$ cat config.mk
export PLATFORM = sky130hd
export DESIGN_NAME = bscan_arbiter_flat
export DESIGN_NICKNAME = d
export VERILOG_FILES = /design/src/rtl/bscan_arbiter_if.sv /design/src/rtl/bscan_arbiter.sv /design/src/flat_wrapper.sv
export SDC_FILE = /design/constraint.sdc
export NUM_CORES = 1
export LEC_CHECK = 0
export ABC_AREA = 1
export BUFFER_PORTS_ARGS = -buffer_cell sky130_fd_sc_hd__buf_2
export CAP_MARGIN = 20
export CORE_ASPECT_RATIO = 1.25
export CORE_MARGIN = 3
export CORE_UTILIZATION = 44
export CTS_BUF_LIST = sky130_fd_sc_hd__clkbuf_4
export DETAILED_ROUTE_END_ITERATION = 12
export PLACE_DENSITY_LB_ADDON = 0.15
export SETUP_SLACK_MARGIN = 0.4
export SYNTH_ARGS = -nofsm -noshare
export SYNTH_HDL_FRONTEND = slang
export SYNTH_SLANG_ARGS = --single-unit
$ cat constraint.sdc
create_clock -name CLK -period 1.1 [get_ports CLK]
set_input_delay 0 -clock CLK [delete_from_list [all_inputs] [get_ports CLK]]
set_output_delay 0 -clock CLK [all_outputs]
set_load 0.1 [all_outputs]
$ cat src/rtl/bscan_arbiter_if.sv
// Handshake bundle between two request clients, the shared Bscan channel and
// the two indication return channels. The arbiter uses the slave modport.
interface bscan_arbiter_if #(
    parameter int unsigned WIDTH = 32
);
    logic             req0_enq__ENA;
    logic [WIDTH-3:0] req0_enq_v;
    logic             req0_enq__RDY;
    logic             req1_enq__ENA;
    logic [WIDTH-3:0] req1_enq_v;
    logic             req1_enq__RDY;

    logic             bscan_enq__ENA;
    logic [WIDTH-1:0] bscan_enq_v;
    logic             bscan_enq__RDY;

    logic             from_enq__ENA;
    logic [WIDTH-1:0] from_enq_v;
    logic             from_enq__RDY;

    logic             ind0_enq__ENA;
    logic [WIDTH-3:0] ind0_enq_v;
    logic             ind0_enq__RDY;
    logic             ind1_enq__ENA;
    logic [WIDTH-3:0] ind1_enq_v;
    logic             ind1_enq__RDY;

    logic [7:0]       drop_count;

    modport slave (
        input  req0_enq__ENA, req0_enq_v, req1_enq__ENA, req1_enq_v,
        output req0_enq__RDY, req1_enq__RDY,
        output bscan_enq__ENA, bscan_enq_v,
        input  bscan_enq__RDY,
        input  from_enq__ENA, from_enq_v,
        output from_enq__RDY,
        output ind0_enq__ENA, ind0_enq_v, ind1_enq__ENA, ind1_enq_v,
        input  ind0_enq__RDY, ind1_enq__RDY,
        output drop_count
    );

    modport master (
        output req0_enq__ENA, req0_enq_v, req1_enq__ENA, req1_enq_v,
        input  req0_enq__RDY, req1_enq__RDY,
        input  bscan_enq__ENA, bscan_enq_v,
        output bscan_enq__RDY,
        output from_enq__ENA, from_enq_v,
        input  from_enq__RDY,
        input  ind0_enq__ENA, ind0_enq_v, ind1_enq__ENA, ind1_enq_v,
        output ind0_enq__RDY, ind1_enq__RDY,
        input  drop_count
    );
endinterface

$ cat src/rtl/bscan_arbiter.sv
// Two-client round-robin arbiter onto one tagged Bscan word stream, with a
// combinational tag-decoded return path and a saturating unrouted-word counter.
module bscan_arbiter #(
    parameter int unsigned WIDTH = 32
) (
    input logic            CLK,
    input logic            nRST,
    bscan_arbiter_if.slave bus
);
    localparam int unsigned PW = WIDTH - 2;

    logic             valid0_q, valid0_d, valid1_q, valid1_d;
    logic [PW-1:0]    data0_q, data0_d, data1_q, data1_d;
    logic             out_valid_q, out_valid_d;
    logic [WIDTH-1:0] out_data_q, out_data_d;
    logic             last_q, last_d;
    logic [7:0]       drop_count_q, drop_count_d;

    logic take0, take1, can_grant, grant0, grant1, out_fire;
    logic [1:0]    from_tag;
    logic [PW-1:0] from_payload;

    assign bus.req0_enq__RDY  = !valid0_q;
    assign bus.req1_enq__RDY  = !valid1_q;
    assign bus.bscan_enq__ENA = out_valid_q;
    assign bus.bscan_enq_v    = out_data_q;
    assign bus.drop_count     = drop_count_q;

    // Send path: buffer capture, grant and output stage
    always_comb begin
        take0     = bus.req0_enq__ENA && !valid0_q;
        take1     = bus.req1_enq__ENA && !valid1_q;
        out_fire  = out_valid_q && bus.bscan_enq__RDY;
        can_grant = !out_valid_q || bus.bscan_enq__RDY;
        // On a tie the client that was not granted last wins
        grant0    = can_grant && valid0_q && (!valid1_q || last_q);
        grant1    = can_grant && valid1_q && (!valid0_q || !last_q);

        valid0_d = valid0_q;
        data0_d  = data0_q;
        if (take0) begin
            valid0_d = 1'b1;
            data0_d  = bus.req0_enq_v;
        end else if (grant0) begin
            valid0_d = 1'b0;
        end

        valid1_d = valid1_q;
        data1_d  = data1_q;
        if (take1) begin
            valid1_d = 1'b1;
            data1_d  = bus.req1_enq_v;
        end else if (grant1) begin
            valid1_d = 1'b0;
        end

        out_valid_d = out_valid_q;
        out_data_d  = out_data_q;
        last_d      = last_q;
        if (grant0) begin
            out_valid_d = 1'b1;
            out_data_d  = {2'b00, data0_q};
            last_d      = 1'b0;
        end else if (grant1) begin
            out_valid_d = 1'b1;
            out_data_d  = {2'b01, data1_q};
            last_d      = 1'b1;
        end else if (out_fire) begin
            out_valid_d = 1'b0;
        end
    end

    // Return path: purely combinational routing by tag
    always_comb begin
        from_tag          = bus.from_enq_v[WIDTH-1:WIDTH-2];
        from_payload      = bus.from_enq_v[PW-1:0];
        bus.ind0_enq__ENA = bus.from_enq__ENA && (from_tag == 2'b00);
        bus.ind1_enq__ENA = bus.from_enq__ENA && (from_tag == 2'b01);
        bus.ind0_enq_v    = bus.ind0_enq__ENA ? from_payload : '0;
        bus.ind1_enq_v    = bus.ind1_enq__ENA ? from_payload : '0;
        case (from_tag)
            2'b00:   bus.from_enq__RDY = bus.ind0_enq__RDY;
            2'b01:   bus.from_enq__RDY = bus.ind1_enq__RDY;
            default: bus.from_enq__RDY = 1'b1;
        endcase

        drop_count_d = drop_count_q;
        if (bus.from_enq__ENA && from_tag[1] && (drop_count_q != 8'hFF)) begin
            drop_count_d = drop_count_q + 8'd1;
        end
    end

    always_ff @(posedge CLK) begin
        if (!nRST) begin
            valid0_q     <= 1'b0;
            valid1_q     <= 1'b0;
            data0_q      <= '0;
            data1_q      <= '0;
            out_valid_q  <= 1'b0;
            out_data_q   <= '0;
            last_q       <= 1'b1;
            drop_count_q <= 8'h00;
        end else begin
            valid0_q     <= valid0_d;
            valid1_q     <= valid1_d;
            data0_q      <= data0_d;
            data1_q      <= data1_d;
            out_valid_q  <= out_valid_d;
            out_data_q   <= out_data_d;
            last_q       <= last_d;
            drop_count_q <= drop_count_d;
        end
    end
endmodule

$ cat src/flat_wrapper.sv
// flat-port wrapper written by rule: the top's interface ports become plain ports
module bscan_arbiter_flat 
#(
    parameter int unsigned WIDTH = 32
)
  (CLK, nRST, bus_req0_enq__ENA, bus_req0_enq_v, bus_req1_enq__ENA, bus_req1_enq_v, bus_req0_enq__RDY, bus_req1_enq__RDY, bus_bscan_enq__ENA, bus_bscan_enq_v, bus_bscan_enq__RDY, bus_from_enq__ENA, bus_from_enq_v, bus_from_enq__RDY, bus_ind0_enq__ENA, bus_ind0_enq_v, bus_ind1_enq__ENA, bus_ind1_enq_v, bus_ind0_enq__RDY, bus_ind1_enq__RDY, bus_drop_count);
  bscan_arbiter_if #(.WIDTH(WIDTH)) bus_i ();
  input logic CLK;
  input logic nRST;
  input wire logic [$bits(bus_i.req0_enq__ENA)-1:0] bus_req0_enq__ENA;
  input wire logic [$bits(bus_i.req0_enq_v)-1:0] bus_req0_enq_v;
  input wire logic [$bits(bus_i.req1_enq__ENA)-1:0] bus_req1_enq__ENA;
  input wire logic [$bits(bus_i.req1_enq_v)-1:0] bus_req1_enq_v;
  output wire logic [$bits(bus_i.req0_enq__RDY)-1:0] bus_req0_enq__RDY;
  output wire logic [$bits(bus_i.req1_enq__RDY)-1:0] bus_req1_enq__RDY;
  output wire logic [$bits(bus_i.bscan_enq__ENA)-1:0] bus_bscan_enq__ENA;
  output wire logic [$bits(bus_i.bscan_enq_v)-1:0] bus_bscan_enq_v;
  input wire logic [$bits(bus_i.bscan_enq__RDY)-1:0] bus_bscan_enq__RDY;
  input wire logic [$bits(bus_i.from_enq__ENA)-1:0] bus_from_enq__ENA;
  input wire logic [$bits(bus_i.from_enq_v)-1:0] bus_from_enq_v;
  output wire logic [$bits(bus_i.from_enq__RDY)-1:0] bus_from_enq__RDY;
  output wire logic [$bits(bus_i.ind0_enq__ENA)-1:0] bus_ind0_enq__ENA;
  output wire logic [$bits(bus_i.ind0_enq_v)-1:0] bus_ind0_enq_v;
  output wire logic [$bits(bus_i.ind1_enq__ENA)-1:0] bus_ind1_enq__ENA;
  output wire logic [$bits(bus_i.ind1_enq_v)-1:0] bus_ind1_enq_v;
  input wire logic [$bits(bus_i.ind0_enq__RDY)-1:0] bus_ind0_enq__RDY;
  input wire logic [$bits(bus_i.ind1_enq__RDY)-1:0] bus_ind1_enq__RDY;
  output wire logic [$bits(bus_i.drop_count)-1:0] bus_drop_count;
  assign bus_i.req0_enq__ENA = bus_req0_enq__ENA;
  assign bus_i.req0_enq_v = bus_req0_enq_v;
  assign bus_i.req1_enq__ENA = bus_req1_enq__ENA;
  assign bus_i.req1_enq_v = bus_req1_enq_v;
  assign bus_req0_enq__RDY = bus_i.req0_enq__RDY;
  assign bus_req1_enq__RDY = bus_i.req1_enq__RDY;
  assign bus_bscan_enq__ENA = bus_i.bscan_enq__ENA;
  assign bus_bscan_enq_v = bus_i.bscan_enq_v;
  assign bus_i.bscan_enq__RDY = bus_bscan_enq__RDY;
  assign bus_i.from_enq__ENA = bus_from_enq__ENA;
  assign bus_i.from_enq_v = bus_from_enq_v;
  assign bus_from_enq__RDY = bus_i.from_enq__RDY;
  assign bus_ind0_enq__ENA = bus_i.ind0_enq__ENA;
  assign bus_ind0_enq_v = bus_i.ind0_enq_v;
  assign bus_ind1_enq__ENA = bus_i.ind1_enq__ENA;
  assign bus_ind1_enq_v = bus_i.ind1_enq_v;
  assign bus_i.ind0_enq__RDY = bus_ind0_enq__RDY;
  assign bus_i.ind1_enq__RDY = bus_ind1_enq__RDY;
  assign bus_drop_count = bus_i.drop_count;
  bscan_arbiter #(.WIDTH(WIDTH)) u_core (.CLK(CLK), .nRST(nRST), .bus(bus_i));
endmodule
==> results of run 1 <==
[cells in the mapped netlist, drive strengths merged]
master	n
inv	114
dfxtp	103
a21oi	97
nand2	87
nor2	76
o21ai	60
nand3	41
clkbuf	32
nand4	30
buf	18
nor3	2
a31oi	1
and3	1
conb	1
ha	1
nand3b	1
nor3b	1
o211ai	1
[metrics by stage]
step / hold slack (ns) / cell area (um^2) / worst slack [ns] / std cells
2_1_floorplan: 0.1532 / 5474 / -0.2757 / 667
3_3_place_gp: 0.2535 / 7853 / -0.06914 / 996
3_5_place_dp: 0.2649 / 7853 / -0.1723 / 996
[cells by family after synthesis]
family | Yosys count | share of synthesized area, %
simple gates | 239 | 22.89
buf+inv | 164 | 14.44
compound gates | 159 | 17.41
flops | 103 | 44.90
fa+ha+maj | 1 | 0.2724
other cells | 1 | 0.08167
==> out/metrics.csv, run 1 <==
stage,metric,value,unit
outcome,status,did not finish,
outcome,lastStage,clock tree synthesis (4_1_cts),
outcome,error_line,"[ERROR DPL-0038] Utilization greater than 100%, impossible to legalize",
yosys,yosysWarnings,0,
yosys,synth_area,4592,um^2
yosys,synth_top_area_cell,dfxtp_1,
yosys,seq_area_frac_synth,44.90,%
floorplan,die_w,97.37,um
clocking,clockBufferDepth,2,
floorplan,initial_core_util,45.21,%
floorplan,row_count,41,
yosys,ys_ff_latch,103,
clocking,cts_max_level,3,
floorplan,die_h,120.2,um
yosys,synth_top_cell_area_share,44.90,%
yosys,yosysUniqueCellTypes,26,
place,dp_hpwl,12.16,mm
place,place_congestion,0.8535,
clocking,cts-buffers-inserted,9,
clocking,clkSinkCount,103,
yosys,syn_area_per_cell,6.884,um^2
clocking,post_cts_buffers,35,
yosys,syn_inst,667,
place,place.port_buffers,204,
clocking,ctsResizeCount,315,
yosys,synth_fp_nets,768,
yosys,synthTopCellsByArea,"dfxtp_1, a21oi_1, inv_1, nand2_1, nor2_1",
floorplan,io_pins,206,
clocking,cts-root-buf,clkbuf_4,
clocking,cts_hold_buffers,62,
==> inputs of run 2 (changes only) <==
CORE_ASPECT_RATIO = default   (was 1.25)
CORE_UTILIZATION = 29   (was 44)
CTS_BUF_LIST = default   (was sky130_fd_sc_hd__clkbuf_4)
SETUP_SLACK_MARGIN = default   (was 0.4)
clock period = 1.45 ns   (was 1.1 ns; I/O delays follow)
==> out/metrics.csv, run 2 <==
stage,metric,value,unit
outcome,status,finished clean,
flow_run,max-cap-violations,0,
critical_path,reg2reg_slack,0.16,ns
yosys,ys_ff_latch,103,
cells_and_area,layout-drive-gt1-share,29.28,%
critical_path,critical_path_peak_fanout,18,
cells_and_area,largest_reg_flops,31,
critical_path,slowest_stage,dfxtp_1,
timing,rsz0062_at_grt,no,
yosys,syn_inst,667,
place,dpl.cell_count,1062,
critical_path,path_buf_inv,3,
timing,slew_viol_final,0,
yosys,synth_fp_nets,768,
hold_path,hp-class,primary input to flip-flop,
critical_path,r2r-end,u_core.bus.bscan_enq_v[8],
detailed_routing,vias_per_cell,4.461,
critical_path,reg2reg_depth,6,
floorplan,row_count,45,
timing,skew,0.009076,ns
clocking,insertion_delay,0.35,ns
cells_and_area,mostFrequentLayoutCell,buf_2,
detailed_routing,wire_per_inst,14.73,um
floorplan,initial_core_util,29.87,%
clocking,cts-root-buf,clkbuf_16,
cells_and_area,post-route-cell-area,7836,um^2
clocking,clockBufferDepth,2,
yosys,yosysUniqueCellTypes,26,
yosys,yosysWarnings,0,
clocking,cts_tree,built,
timing,period_needed,1.363,ns
detailed_routing,vias,5086,
detailed_routing,drc,0,
clocking,cts-buffers-inserted,9,
yosys,synth_area,4592,um^2
critical_path,cp_slowest_stage_delay,0.42,ns
grt,grt_pass1_vias,4916,
clocking,clkSlewWorstSetupHoldPaths,0.07,ns
grt,grt_overflow_total,0,
yosys,seq_area_frac_synth,44.90,%
critical_path,endpoint_kind,output port,
floorplan,coreArea,15370,um^2
timing,slew_headroom,65.39,%
place,dp_hpwl,12.35,mm
critical_path,arrival,1.36,ns
power,p_per_area,1046,nW/um^2
timing,fin_ws,0.08712,ns
hold_path,min_to,u_core.bus.drop_count[0],
hold_path,whs_path_depth,3,
hold_path,min_from,nRST,
cells_and_area,fin_util,50.98,%
timing,finalHoldViolCount,0,
yosys,synth_top_area_cell,dfxtp_1,
yosys,synthTopCellsByArea,"dfxtp_1, a21oi_1, inv_1, nand2_1, nor2_1",
cells_and_area,fillers,1484,
floorplan,io_pins,206,
clocking,post_cts_buffers,0,
critical_path,start_kind,flip-flop,
clocking,cts_max_level,3,
power,static-leakage-power,3.690,nW
yosys,synth-edff-count,0,
clocking,clkSinkCount,103,
cells_and_area,fin_cells,1140,
critical_path,path_delay_family,buffers and inverters,
detailed_routing,dr.pass1.iters,4,
place,place.port_buffers,204,
cells_and_area,layout_common_cells,"buf_2, inv_1, a21oi_1",
detailed_routing,routed_wl,16.79,mm
cells_and_area,diodes,0,
detailed_routing,antenna_left,0,
place,place_congestion,0.7989,
power,peakVddDrop,0.0008365,V
yosys,synthArstFlopShare,0,%
floorplan,dieArea,17380,um^2
timing,fmax,0.7337,GHz
timing,final.period_utilization,93.99,%
yosys,synth_top_cell_area_share,44.90,%
critical_path,r2r-start,u_core.bus.bscan_enq__ENA,
cells_and_area,nets,1025,
timing,tightestPinTransition,0.5228,ns
critical_path,critPathKind,flip-flop to output port,
critical_path,worstPathCellList,"buf_6, clkinvlp_4, buf_4",
yosys,synth_common_cells,"inv_1, dfxtp_1, a21oi_1, nand2_1, nor2_1",
yosys,synth-main-ff-cell,dfxtp_1,
place,dpl_cell_area,6923,um^2
cells_and_area,area_growth,70.65,%
grt,track_usage,18.98,%
floorplan,die_w,131.8,um
timing,finalSetupViolCount,0,
grt,grt_start_max_net_pins,41,
place,pre_cts_slack,0.1795,ns
floorplan,die_h,131.8,um
grt,antenna_found_initial,1,
yosys,syn_area_per_cell,6.884,um^2
critical_path,worstPathRequired,1.45,ns
yosys,post-synth-top-count-cell,inv_1,
detailed_routing,drtIter0Drc,184,
grt,grt_pass1_wl,26.57,mm
## run 2: cell counts after synthesis
No cell type changed its count.
## run 2: cell families (layout without fill, tap and decap cells)
kind of cell               count (synthesis)  in the layout  synth area share [%]
other                                      1              1               0.08167
buffers and inverters                    164            426                 14.44
adders and majority gates                  1              1                0.2724
and+or+nand+nor                          239            239                 22.89
DFF                                      103            103                 44.90
AOI/OAI and AO/OA                        159            159                 17.41
## run 2: metal layers
metal	track usage, %	vias up	share of wire [%]
li1	-	2633	-
met1	23.32	2291	45
met2	33.75	149	49
met3	4.313	11	4.9
met4	4.551	2	1.0
met5	0	-	0.077
## run 2: worst reg2reg max path, stage by stage (launching register included)
cell and delay (ns):
dfxtp_4 0.34, nand2_1 0.15, nand3_2 0.14, nand2_2 0.12, buf_4 0.22, nand3_1 0.10
a21oi_1 0.16
## run 2: layout make-up
cell class	instances	area [um^2]	area share [%]
Multi-Input combinational cell	400	1894	24.17
Tap cell	211	264.0	3.369
Clock inverter	3	15.01	0.1916
Timing Repair Buffer	296	2867	36.58
Clock buffer	13	271.5	3.465
Inverter	114	431.7	5.509
Sequential cell	103	2093	26.71
## run 2: how the worst max path moves through the flow
stage                                   start  cells after the start  slack [ns]                         end
floorplan                  bus_from_enq_v[31]                      6       -0.21          bus_ind1_enq_v[20]
finish                        u_core.valid0_q                      3        0.09           bus_req0_enq__RDY
CTS                           u_core.valid0_q                      3       0.003           bus_req0_enq__RDY
detailed placement  u_core.bus.bscan_enq__ENA                      6        0.18   u_core.bus.bscan_enq_v[5]
global route                  u_core.valid0_q                      3        0.02           bus_req0_enq__RDY
global placement              u_core.valid0_q                      7        0.21  u_core.bus.bscan_enq_v[16]
## run 2: timing repair
action | CTS | global route
gates resized for setup | 1 | 1
hold endpoints to repair | 62 | 0
endpoints found under the setup margin | 1 | 1
gates cloned | 0 | 0
hold buffers | 62 | 0
## run 2: through the flow
step | setup TNS (ns) | hold WS, ns | power [mW]
2_1_floorplan | -10.98 | 0.1508 | 5.035
3_3_place_gp | 0 | 0.2620 | 5.781
3_5_place_dp | 0 | 0.2675 | 5.792
6_report | 0 | 0.03171 | 8.199
4_1_cts | 0 | 0.01654 | 8.286
5_1_grt | 0 | 0.04321 | 8.588
## run 2: power by group
group,internal [mW],switching (mW)
Clock,1.31,1.04
Sequential,3.06,0.0960
Combinational,0.803,1.88
(Power assumes the default switching activity.)
